===== config.mk =====
export PLATFORM = sky130hd
export DESIGN_NAME = mmx_counter_ctrl
export DESIGN_NICKNAME = d
export VERILOG_FILES = /design/src/rtl/mmx_counter_ctrl.sv
export SDC_FILE = /design/constraint.sdc
export NUM_CORES = 1
export LEC_CHECK = 0
export ABC_AREA = 1
export CAP_MARGIN = 20
export CORE_AREA = 2 2 60 62
export DETAILED_ROUTE_END_ITERATION = 10
export DIE_AREA = 0 0 62 64
export GPL_ROUTABILITY_DRIVEN = 0
export PLACE_DENSITY = 0.51
export SYNTH_ARGS = -nofsm -noshare
export SYNTH_HDL_FRONTEND = slang
export SYNTH_HIERARCHICAL = 1
export SYNTH_SLANG_ARGS = --single-unit

===== constraint.sdc =====
create_clock -name clk -period 1.4 [get_ports clk]
set_input_delay 0.21 -clock clk [delete_from_list [all_inputs] [get_ports clk]]
set_output_delay 0.21 -clock clk [all_outputs]
set_load 0.01 [all_outputs]

===== src/rtl/mmx_counter_ctrl.sv =====
// Command-driven sequencer for the count datapath: start/stop/clear/load commands,
// power-of-two prescaler, terminal-count compare and the datapath enable/clear strobes.

module mmx_counter_ctrl #(
  parameter int WIDTH = 7,
  parameter int PRE_W = 3
) (
  input  logic             clk,
  input  logic             reset,
  input  logic             cmd_valid,
  input  logic [1:0]       cmd_op,
  input  logic [3:0]       cmd_data,
  input  logic [WIDTH-1:0] cnt_val,
  output logic             cnt_en,
  output logic             cnt_clr,
  output logic             done,
  output logic [1:0]       state
);

  typedef enum logic [1:0] {
    ST_IDLE  = 2'b00,
    ST_RUN   = 2'b01,
    ST_PAUSE = 2'b10,
    ST_DONE  = 2'b11
  } state_e;

  localparam logic [1:0] OP_START = 2'b00;
  localparam logic [1:0] OP_STOP  = 2'b01;
  localparam logic [1:0] OP_CLEAR = 2'b10;
  localparam logic [1:0] OP_LOAD  = 2'b11;

  state_e             state_q, state_d;
  logic [WIDTH-1:0]   tc_q, tc_d;
  logic [1:0]         sel_q, sel_d;
  logic               reload_q, reload_d;
  logic [PRE_W-1:0]   pre_cnt_q, pre_cnt_d;
  logic               clr_pend_q, clr_pend_d;
  logic               done_q, done_d;

  logic [PRE_W-1:0]   div_m1_s;
  logic               tick_s;
  logic               term_s;
  logic [WIDTH+3:0]   tc_shift_s;

  // Prescaler terminal value (divisor minus one) for the selected power of two.
  always_comb begin
    case (sel_q)
      2'd0:    div_m1_s = PRE_W'(4'd0);
      2'd1:    div_m1_s = PRE_W'(4'd1);
      2'd2:    div_m1_s = PRE_W'(4'd3);
      2'd3:    div_m1_s = PRE_W'(4'd7);
      default: div_m1_s = PRE_W'(4'd0);
    endcase
  end

  assign tick_s     = (state_q == ST_RUN) && !clr_pend_q && (pre_cnt_q == div_m1_s);
  assign term_s     = tick_s && (cnt_val == tc_q);
  assign tc_shift_s = {tc_q, cmd_data};

  assign cnt_en  = tick_s && !term_s;
  assign cnt_clr = clr_pend_q || (term_s && reload_q);
  assign done    = done_q;
  assign state   = state_q;

  // Next-state logic: prescaler, terminal handling, then command decode.
  always_comb begin
    state_d    = state_q;
    tc_d       = tc_q;
    sel_d      = sel_q;
    reload_d   = reload_q;
    pre_cnt_d  = pre_cnt_q;
    clr_pend_d = 1'b0;
    done_d     = term_s;

    if (tick_s) begin
      pre_cnt_d = {PRE_W{1'b0}};
    end else if ((state_q == ST_RUN) && !clr_pend_q) begin
      pre_cnt_d = pre_cnt_q + PRE_W'(1'b1);
    end else begin
      pre_cnt_d = pre_cnt_q;
    end

    // A one-shot terminal event wins over a STOP arriving in the same cycle.
    if (term_s && !reload_q) begin
      state_d = ST_DONE;
    end else begin
      state_d = state_q;
    end

    if (cmd_valid) begin
      case (cmd_op)
        OP_START: begin
          if ((state_q == ST_IDLE) || (state_q == ST_DONE)) begin
            sel_d      = cmd_data[1:0];
            reload_d   = cmd_data[2];
            clr_pend_d = 1'b1;
            pre_cnt_d  = {PRE_W{1'b0}};
            state_d    = ST_RUN;
          end else if (state_q == ST_PAUSE) begin
            state_d = ST_RUN;
          end else begin
            state_d = state_d;
          end
        end
        OP_STOP: begin
          if ((state_q == ST_RUN) && !(term_s && !reload_q)) begin
            state_d = ST_PAUSE;
          end else begin
            state_d = state_d;
          end
        end
        OP_CLEAR: begin
          clr_pend_d = 1'b1;
          pre_cnt_d  = {PRE_W{1'b0}};
          state_d    = ST_IDLE;
        end
        OP_LOAD: begin
          if (state_q != ST_RUN) begin
            tc_d = tc_shift_s[WIDTH-1:0];
          end else begin
            tc_d = tc_q;
          end
        end
        default: begin
          state_d = state_d;
        end
      endcase
    end else begin
      state_d = state_d;
    end
  end

  // State registers with synchronous reset.
  always_ff @(posedge clk) begin
    if (reset) begin
      state_q    <= ST_IDLE;
      tc_q       <= {WIDTH{1'b1}};
      sel_q      <= 2'b00;
      reload_q   <= 1'b0;
      pre_cnt_q  <= {PRE_W{1'b0}};
      clr_pend_q <= 1'b0;
      done_q     <= 1'b0;
    end else begin
      state_q    <= state_d;
      tc_q       <= tc_d;
      sel_q      <= sel_d;
      reload_q   <= reload_d;
      pre_cnt_q  <= pre_cnt_d;
      clr_pend_q <= clr_pend_d;
      done_q     <= done_d;
    end
  end

  mmx_counter_ctrl_chk u_chk (
    .clk     (clk),
    .reset   (reset),
    .cnt_en  (cnt_en),
    .cnt_clr (cnt_clr),
    .state   (state)
  );

endmodule

// Protocol properties of the datapath strobes.
module mmx_counter_ctrl_chk (
  input logic       clk,
  input logic       reset,
  input logic       cnt_en,
  input logic       cnt_clr,
  input logic [1:0] state
);

  a_en_clr_excl: assert property (@(posedge clk) disable iff (reset) !(cnt_en && cnt_clr));
  a_en_in_run:   assert property (@(posedge clk) disable iff (reset) cnt_en |-> (state == 2'b01));

endmodule

==> results.env, run 1 <==
OUTCOME='finished, violations left'
VIOLATIONS='negative setup slack'
SYNTHTOLAYOUTAREAGROWTH_PCT=61.35
PLACEMENT_ROWS=21
GRT.OVERFLOW.TOTAL=0
CLOCKROOTBUFFER='sky130_fd_sc_hd__clkbuf_4'
DRCVIOLATIONCOUNT=0
SYN_AVG_CELL_AREA_UM2=6.928
SETUP_VIOL=11
PLACE_WS_PS=-681.9
AVGROUTEDWIREPERCELL_UM=9.511
CELLLEAKAGEPOWER_nW=0.7558
POWER.IR.VDD_WORST_mV=0.4270
DESIGN_AREA_UM2=1520
WORST_SETUP_HOLD_PATH_CLK_SLEW_PS=120
HOLD_START='reload_q$_SDFFE_PP0P_'
SYNTH_EDF_COUNT=0
TOTAL_VIAS_IN_THE_FINAL_ROUTE=981
HOLDBUFCOUNTCTS=0
NUMCLOCKSINKS=17
BOUNDARYPINS=21
LARGEST_FANOUT_ON_THE_CRITICAL_PATH=3
HOLD_VIOL=0
CELL_TYPES_WITH_THE_LARGEST_AREA_SHARE_AFTER_SYNTHESIS='sky130_fd_sc_hd__dfxtp_1 (36%), sky130_fd_sc_hd__nand2_1 (15%), sky130_fd_sc_hd__inv_1 (8.0%)'
FP.DIEH_UM=64
POST_ROUTE_CELLS_DRIVE_ABOVE_1_SHARE_PCT=36.51
FLOORPLAN_DIE_AREA_UM2=3968
YS_FF_LATCH=17
MEAN_NUMBER_OF_VIAS_PER_CELL=4.174
WORST_SLACK_PS=-470.1
DIE_X_UM=62
RELSLEWSLACK_PCT=82.72
FILL_CELLS=353
GRT_START_MAX_NET_PINS=11
CTS_MAX_LEVEL=1
CRITICAL_PATH.STARTPOINT_TYPE='flip-flop'
FIN_CRIT_SH_PCT=133.6
TIMING.HOLD.WORST.CLASS='flip-flop to flip-flop'
TIMING.HOLD.WS_PS=476.5
DR.PASS1.ITERS=4
GRT_ANTENNA_BEFORE_REPAIR=0
YS_SEQ_AREA_SHARE_PCT=36.12
CLOCK_PATH_BUFFERS=2
CAP_VIOL_MAX_COUNT=0
TIMING.CRITICAL_PATH.TO_TYPE='output port'
DETAILED_PLACE_HPWL_UM=1641
DETAILEDROUTE.FIRSTITERATIONVIOLATIONS=28
PWR_DENSITY_CELL_nW_PER_UM2=696.6
SYNTH_AREA_LEADER_CELL='sky130_fd_sc_hd__dfxtp_1'
SYN-INSTANCE-COUNT=136
GRT_PASS1_WL_UM=3726
WL_UM=2235
PLACE_AREA_UM2=1398
CRIT_REQUIRED_PS=1190
SYNTH_TOP_FLOP_CELL='sky130_fd_sc_hd__dfxtp_1'
FINAL_NET_COUNT=208
FINAL_MAX_SLEW_VIOL_COUNT=0
PORT_BUFFERS=20
SYNTHARSTFLOPSHARE_PCT=0
CORE-AREA_UM2=3284
WORST_SKEW_PAIR.LATE_LATENCY_PS=310
FIRST_GLOBAL_VIAS=920
SETUP.WORST_PATH.CLASS='flip-flop to output port'
FINAL_CELL_MIX='sky130_fd_sc_hd__nand2_1 (31), sky130_fd_sc_hd__buf_4 (27), sky130_fd_sc_hd__inv_1 (19)'
FINAL_PERIOD_MINUS_WORST_SETUP_SLACK_PS=1870
CP-STARTPOINT='state[1]$_SDFF_PP0_'
INITIAL_CORE_UTILIZATION_PCT=28.69
RSZ0062_AT_GRT='yes'
SYNTH_TOP_AREA_SHARE_PCT=36.12
NETLIST_AREA_UM2=942.2
ANT_NETS=0
SYNTH.DISTINCT_CELLS=27
FMAX_MHz=534.7
CLOCK_TREE_FROM_TRITONCTS='yes'
WORST-ENDPOINT-ARRIVAL_PS=1660
MAX_SLEW.WORST_PIN.SLEW_PS=258.4
COMMONEST_NON_FILL_NON_TAP_CELL_IN_THE_LAYOUT='sky130_fd_sc_hd__nand2_1'
WORST_R2R_SRC='state[1]$_SDFF_PP0_'
N_ANTENNA_CELL=0
TRACK_USAGE_PCT=12.54
SKEW_PS=6.298
SYNTH-WARNING-COUNT=6
CTS_BUFFER_COUNT=3
SYN_NETS=154
## path summary, 6_finish.rpt
check	slack, ps	cells past startpoint	end
max reg2reg	-260	15	state[0]$_SDFF_PP0_
min reg2reg	480	2	reload_q$_SDFFE_PP0P_
min	480	2	reload_q$_SDFFE_PP0P_
max	-470	11	cnt_clr
## cells by family after synthesis
family | Yosys count | synth area share [%]
fa+ha+maj | 2 | 2.656
compound gates | 19 | 13.28
buf+inv | 28 | 11.42
simple gates | 68 | 34.66
xor+xnor | 2 | 1.860
flops | 17 | 36.12
## cells in the mapped netlist, types with 2 or more instances
cell type,n
sky130_fd_sc_hd__o21ai_0,3
sky130_fd_sc_hd__o211ai_1,7
sky130_fd_sc_hd__ha_1,2
sky130_fd_sc_hd__nand2_1,38
sky130_fd_sc_hd__o31ai_1,2
sky130_fd_sc_hd__dfxtp_1,17
sky130_fd_sc_hd__nand2_2,3
sky130_fd_sc_hd__inv_1,20
sky130_fd_sc_hd__nor2_1,15
sky130_fd_sc_hd__nor2_4,3
sky130_fd_sc_hd__inv_2,6
sky130_fd_sc_hd__nor3_1,2
sky130_fd_sc_hd__nand3_1,2
sky130_fd_sc_hd__a21oi_1,3
## metrics by stage
step	util, %	setup TNS [ps]	power [mW]	cells
global route	46.29	-3561	1.132	235
finish	46.29	-2284	1.059	235
global placement	42.55	-2443	0.7536	224
floorplan	-	-127.1	0.6363	136
detailed placement	42.55	-2497	0.7582	224
CTS	44.80	-1124	1.060	232
## area by class of cell
type / instances / area [µm²] / area share (%)
sequential: 17 / 342.8 / 22.55
clock buffer: 3 / 22.52 / 1.481
timing repair buffer: 50 / 440.4 / 28.97
tap: 46 / 57.56 / 3.786
multi-input combinational: 91 / 549.3 / 36.13
inverter: 27 / 102.6 / 6.749
clock inverter: 1 / 5.005 / 0.3292
## sequential cells by signal, summed over array words and instances, names as in the netlist
| register | count |
|---|---|
| sel_q | 2 |
| tc_q | 7 |
| done | 1 |
| clr_pend_q | 1 |
| reload_q | 1 |
| pre_cnt_q | 3 |
| state | 2 |
## critical path, stage by stage, from the launching register on
cell,delay (ps)
sky130_fd_sc_hd__dfxtp_2,340
sky130_fd_sc_hd__inv_2,70
sky130_fd_sc_hd__ha_4,140
sky130_fd_sc_hd__inv_2,50
sky130_fd_sc_hd__nor2_4,90
sky130_fd_sc_hd__nand2_2,60
sky130_fd_sc_hd__nor2_2,90
sky130_fd_sc_hd__nand2_2,70
sky130_fd_sc_hd__nor2_4,120
sky130_fd_sc_hd__nand2_2,80
sky130_fd_sc_hd__o21bai_2,110
sky130_fd_sc_hd__buf_2,140
## what timing repair did
| action | 4_1_cts | 5_1_grt |
|---|---|---|
| gates cloned | 1 | 0 |
| gates resized for setup | 12 | 15 |
| endpoints found under the setup margin | 12 | 16 |
| setup buffers | 4 | 4 |
| pin swaps | 1 | 1 |
## report_power, final
group          switching (mW)  internal [mW]  total (mW)
clock                   0.183          0.107       0.290
sequential             0.0133          0.504       0.517
combinational           0.115          0.137       0.252
## layer usage
metal	share of wire, %	global-route usage [%]
met2	52	21.35
met4	1.3	3.989
met5	0	0
met1	43	14.43
met3	4.1	3.846
No activity file was read; power rests on OpenSTA's default activity.
==> inputs of run 2 (changes only) <==
==> config.mk (replaced) <==
export PLATFORM = sky130hd
export DESIGN_NAME = mmx_counter_ctrl
export DESIGN_NICKNAME = d
export VERILOG_FILES = /design/src/rtl/mmx_counter_ctrl.sv
export SDC_FILE = /design/constraint.sdc
export NUM_CORES = 1
export LEC_CHECK = 0
export CORE_AREA = 2 2 58 60
export DETAILED_ROUTE_END_ITERATION = 10
export DIE_AREA = 0 0 60 62
export GPL_ROUTABILITY_DRIVEN = 0
export PLACE_DENSITY = 0.53
export SYNTH_ARGS = -nofsm -noshare
export SYNTH_HDL_FRONTEND = slang
export SYNTH_HIERARCHICAL = 1
export SYNTH_SLANG_ARGS = --single-unit
==> results.env, run 2 <==
YS_FF_LATCH=17  # unchanged
OUTCOME='finished, violations left'
FP.DIEH_UM=62  # -3.1%
FINAL_MAX_SLEW_VIOL_COUNT=0  # unchanged
CAP_VIOL_MAX_COUNT=0  # unchanged
CLOCKROOTBUFFER='sky130_fd_sc_hd__clkbuf_4'
GRT.OVERFLOW.TOTAL=0  # unchanged
LARGEST_FANOUT_ON_THE_CRITICAL_PATH=3  # unchanged
MAX_SLEW.WORST_PIN.SLEW_PS=360.0  # +101.6 ps
PLACE_WS_PS=-801.8  # -119.9 ps
MIN_DELAY_PATH_DEPTH=3  # +1
POWER.IR.VDD_WORST_mV=0.4273  # about the same
CTS_MAX_LEVEL=1  # unchanged
SYNTHTOLAYOUTAREAGROWTH_PCT=71.41
SETUP_VIOL=11  # unchanged
WL_UM=2290  # +2.5%
SYNTH-WARNING-COUNT=6  # unchanged
SYNTH_COMPOUND_GATE_AREA_SHARE_PCT=22.24  # +9.0 points
SYN_AVG_CELL_AREA_UM2=9.339  # +35%
SYNTH_TOP_FLOP_CELL='sky130_fd_sc_hd__dfxtp_1'
RELSLEWSLACK_PCT=75.93  # -6.8 points
SYNTHARSTFLOPSHARE_PCT=0  # unchanged
XOR_XNOR_PORTION_OF_THE_SYNTHESIZED_CELL_AREA_PCT=8.702  # +6.8 points
SYN-INSTANCE-COUNT=97  # -29%
SYNTH_EDF_COUNT=0  # unchanged
FINAL_PERIOD_MINUS_WORST_SETUP_SLACK_PS=1831  # -39.64 ps
TRACK_USAGE_PCT=13.08  # +0.54 points
WORST_SETUP_HOLD_PATH_CLK_SLEW_PS=120  # about the same
DETAILEDROUTE.FIRSTITERATIONVIOLATIONS=14  # -50%
LARGEST_REGISTER_FF_COUNT=7  # unchanged
CTS_BUFFER_COUNT=3  # unchanged
YS_SEQ_AREA_SHARE_PCT=37.57  # +1.4 points
PWR_DENSITY_CELL_nW_PER_UM2=681.3  # -2.2%
WORST_R2R_PATH_DEPTH=11  # -4
ANT_NETS=0  # unchanged
GRT_START_MAX_NET_PINS=11  # unchanged
FINAL_CELL_MIX='sky130_fd_sc_hd__buf_4 (22), sky130_fd_sc_hd__dfxtp_1 (12), sky130_fd_sc_hd__clkdlybuf4s50_1 (12)'
DR.PASS1.ITERS=4  # unchanged
NETLIST_AREA_UM2=905.9  # -3.9%
SYNTHMOSTINSTANTIATEDCELL='sky130_fd_sc_hd__dfxtp_1'
SETUP.WORST_PATH.CLASS='flip-flop to output port'
TIMING.HOLD.WORST.CLASS='input pin to flip-flop'
HOLD_VIOL=0  # unchanged
NETLIST_TOP_CELLS_COUNT='sky130_fd_sc_hd__dfxtp_1 (17), sky130_fd_sc_hd__nor2_1 (15), sky130_fd_sc_hd__inv_1 (11), sky130_fd_sc_hd__xor2_1 (8), sky130_fd_sc_hd__a211o_1 (6)'
TOP_REGISTER='tc_q'
BOUNDARYPINS=21  # unchanged
INITIAL_CORE_UTILIZATION_PCT=28.49  # -0.19 points
N_ANTENNA_CELL=0  # unchanged
FMAX_MHz=546.3  # +2.2%
PLACEMENT_ROWS=21  # unchanged
RSZ0062_AT_GRT='yes'
SYNTHSIMPLEGATEAREAFRAC_PCT=19.48  # -15 points
TIMING.CRITICAL_PATH.TO_TYPE='output port'
INSTANCES_NO_FILL=195  # -17%
CLOCK_PATH_BUFFERS=2  # unchanged
CLOCK_TREE_FROM_TRITONCTS='yes'
TOTAL_VIAS_IN_THE_FINAL_ROUTE=869  # -11%
FILL_CELLS=292  # -17%
SKEW_PS=10.19  # +3.891 ps
VIOLATIONS='negative setup slack'
SYNTHMUXAREASHARE_PCT=3.315  # +3.3 points
COMMONEST_NON_FILL_NON_TAP_CELL_IN_THE_LAYOUT='sky130_fd_sc_hd__buf_4'
NUMCLOCKSINKS=17  # unchanged
WORST_SKEW_PAIR.LATE_LATENCY_PS=300  # about the same
POST_ROUTE_CELLS_DRIVE_ABOVE_1_SHARE_PCT=44.97  # +8.5 points
WORST_SLACK_PS=-430.5  # +39.64 ps
MEAN_NUMBER_OF_VIAS_PER_CELL=4.456  # +6.8%
MAIN_COMBINATIONAL_CELL_FAMILY_BY_AREA_AFTER_SYNTHESIS='compound AO/OA/AOI/OAI gates'
DRCVIOLATIONCOUNT=0  # unchanged
WORST_R2R_SRC='state[1]$_SDFF_PP0_'
TIMING.HOLD.WS_PS=436.9  # -39.51 ps
CORE-AREA_UM2=3179  # -3.2%
CRIT_REQUIRED_PS=1190  # about the same
SYNTH.DISTINCT_CELLS=35  # +30%
FINAL_NET_COUNT=168  # -19%
CELLLEAKAGEPOWER_nW=0.7000  # -7.4%
CRITICAL_PATH.STARTPOINT_TYPE='flip-flop'
HOLD_START='cmd_op[1]'
SYN_NETS=115  # -25%
SYNTH_AREA_LEADER_CELL='sky130_fd_sc_hd__dfxtp_1'
MULTIINPUTGATEAREA_UM2=635.6  # +16%
R2R_SETUP_SLACK_PS=-300  # -40 ps
GRT_ANTENNA_BEFORE_REPAIR=0  # unchanged
YOSYS.AREA_SHARE.ADDER_PCT=2.762  # +0.11 points
SYNTH_TOP_AREA_SHARE_PCT=37.57  # +1.4 points
DIE_X_UM=60  # -3.2%
PLACED_CELLS=184  # -18%
REGTOREGENDPOINT='state[1]$_SDFF_PP0_'
FIRST_GLOBAL_VIAS=871  # -5.3%
FLOORPLAN_DIE_AREA_UM2=3720  # -6.3%
SEQ_AREA_UM2=349.1  # +1.8%
WORST-ENDPOINT-ARRIVAL_PS=1620  # -40 ps
GRT_PASS1_WL_UM=3650  # -2.0%
BIGGESTREGSBYFLOPS='tc_q (7), pre_cnt_q (3)'
CELL_TYPES_WITH_THE_LARGEST_AREA_SHARE_AFTER_SYNTHESIS='sky130_fd_sc_hd__dfxtp_1 (38%), sky130_fd_sc_hd__xor2_1 (7.7%), sky130_fd_sc_hd__nor2_1 (6.2%)'
END_OF_THE_WORST_HOLD_PATH='tc_q[0]$_SDFFE_PP1P_'
DETAILED_PLACE_HPWL_UM=1575  # -4.0%
AVGROUTEDWIREPERCELL_UM=11.74  # +23%
PORT_BUFFERS=20  # unchanged
FIN_CRIT_SH_PCT=130.8  # -2.8 points
-- run 2: changes by cell type after synthesis, moves of 3 or more --
cell / previous run / this run
sky130_fd_sc_hd__mux2i_1: 0 / 3
sky130_fd_sc_hd__a211o_1: 0 / 6
sky130_fd_sc_hd__inv_1: 20 / 11
sky130_fd_sc_hd__nor2_4: 3 / 0
sky130_fd_sc_hd__nand2_1: 38 / 2
sky130_fd_sc_hd__nand2_2: 3 / 0
sky130_fd_sc_hd__xor2_1: 1 / 8
sky130_fd_sc_hd__o211ai_1: 7 / 0
sky130_fd_sc_hd__inv_2: 6 / 1
-- run 2: cell type report --
type	count	area share (%)
multi-input combinational	67	40.93
clock buffer	3	1.450
inverter	12	2.901
clock inverter	1	0.3223
tap	46	3.707
sequential	17	22.48
timing repair buffer	49	28.20
-- run 2: critical path, cell delays in order, from the launching register on --
cell	delay (ps)
sky130_fd_sc_hd__dfxtp_2	370
sky130_fd_sc_hd__inv_2	60
sky130_fd_sc_hd__a2111oi_4	430
sky130_fd_sc_hd__o21a_2	190
sky130_fd_sc_hd__a21boi_2	150
sky130_fd_sc_hd__buf_2	140
-- run 2: cells by family after synthesis --
group           Yosys count
compound gates           22
xor+xnor                  9
fa+ha+maj                 2
buf+inv                  14
flops                    17
mux                       3
simple gates             30
-- run 2: worst max path at each step --
stage | from | to | slack, ps | depth (start not counted)
floorplan | state[1]$_SDFF_PP0_ | cnt_clr | -70 | 6
global placement | cnt_val[4] | cnt_clr | -810 | 6
detailed placement | cnt_val[4] | cnt_clr | -800 | 6
CTS | sel_q[0]$_SDFFE_PP0P_ | cnt_en | -440 | 5
global route | state[1]$_SDFF_PP0_ | cnt_clr | -530 | 8
finish | sel_q[0]$_SDFFE_PP0P_ | cnt_en | -430 | 5
-- run 2: routing by layer --
metal  track usage (%)  part of all wire, %  up-vias
met5                 0                    0        -
met4             2.857                 0.74        0
met3             3.313                  3.6        2
met2             24.22                   51       15
met1             15.18                   45      407
li1                  -                    -      445
-- run 2: per-stage QoR --
step / cell area [µm²] / total power [mW] / utilization [%] / TNS (ps)
3_5_place_dp: 1350 / 0.7535 / 42.46 / -3913
6_report: 1553 / 1.058 / 48.84 / -1809
4_1_cts: 1481 / 1.048 / 46.60 / -1553
5_1_grt: 1553 / 1.105 / 48.84 / -2755
3_3_place_gp: 1350 / 0.7503 / 42.46 / -3745
2_1_floorplan: 928.4 / 0.6306 / - / -70.05
-- run 2: what timing repair did --
item,in CTS,in global routing
setup endpoints to repair,12,19
hold buffers,0,0
pin swaps,13,6
cloned,1,0
setup buffers,5,3
gates resized for setup,24,19
endpoints found under the hold margin,0,0
-- run 2: power by group --
group | internal, mW | switching, mW | total [mW]
clock network | 0.106 | 0.171 | 0.278
registers | 0.502 | 0.0152 | 0.517
logic | 0.149 | 0.114 | 0.263
total | 0.758 | 0.300 | 1.06
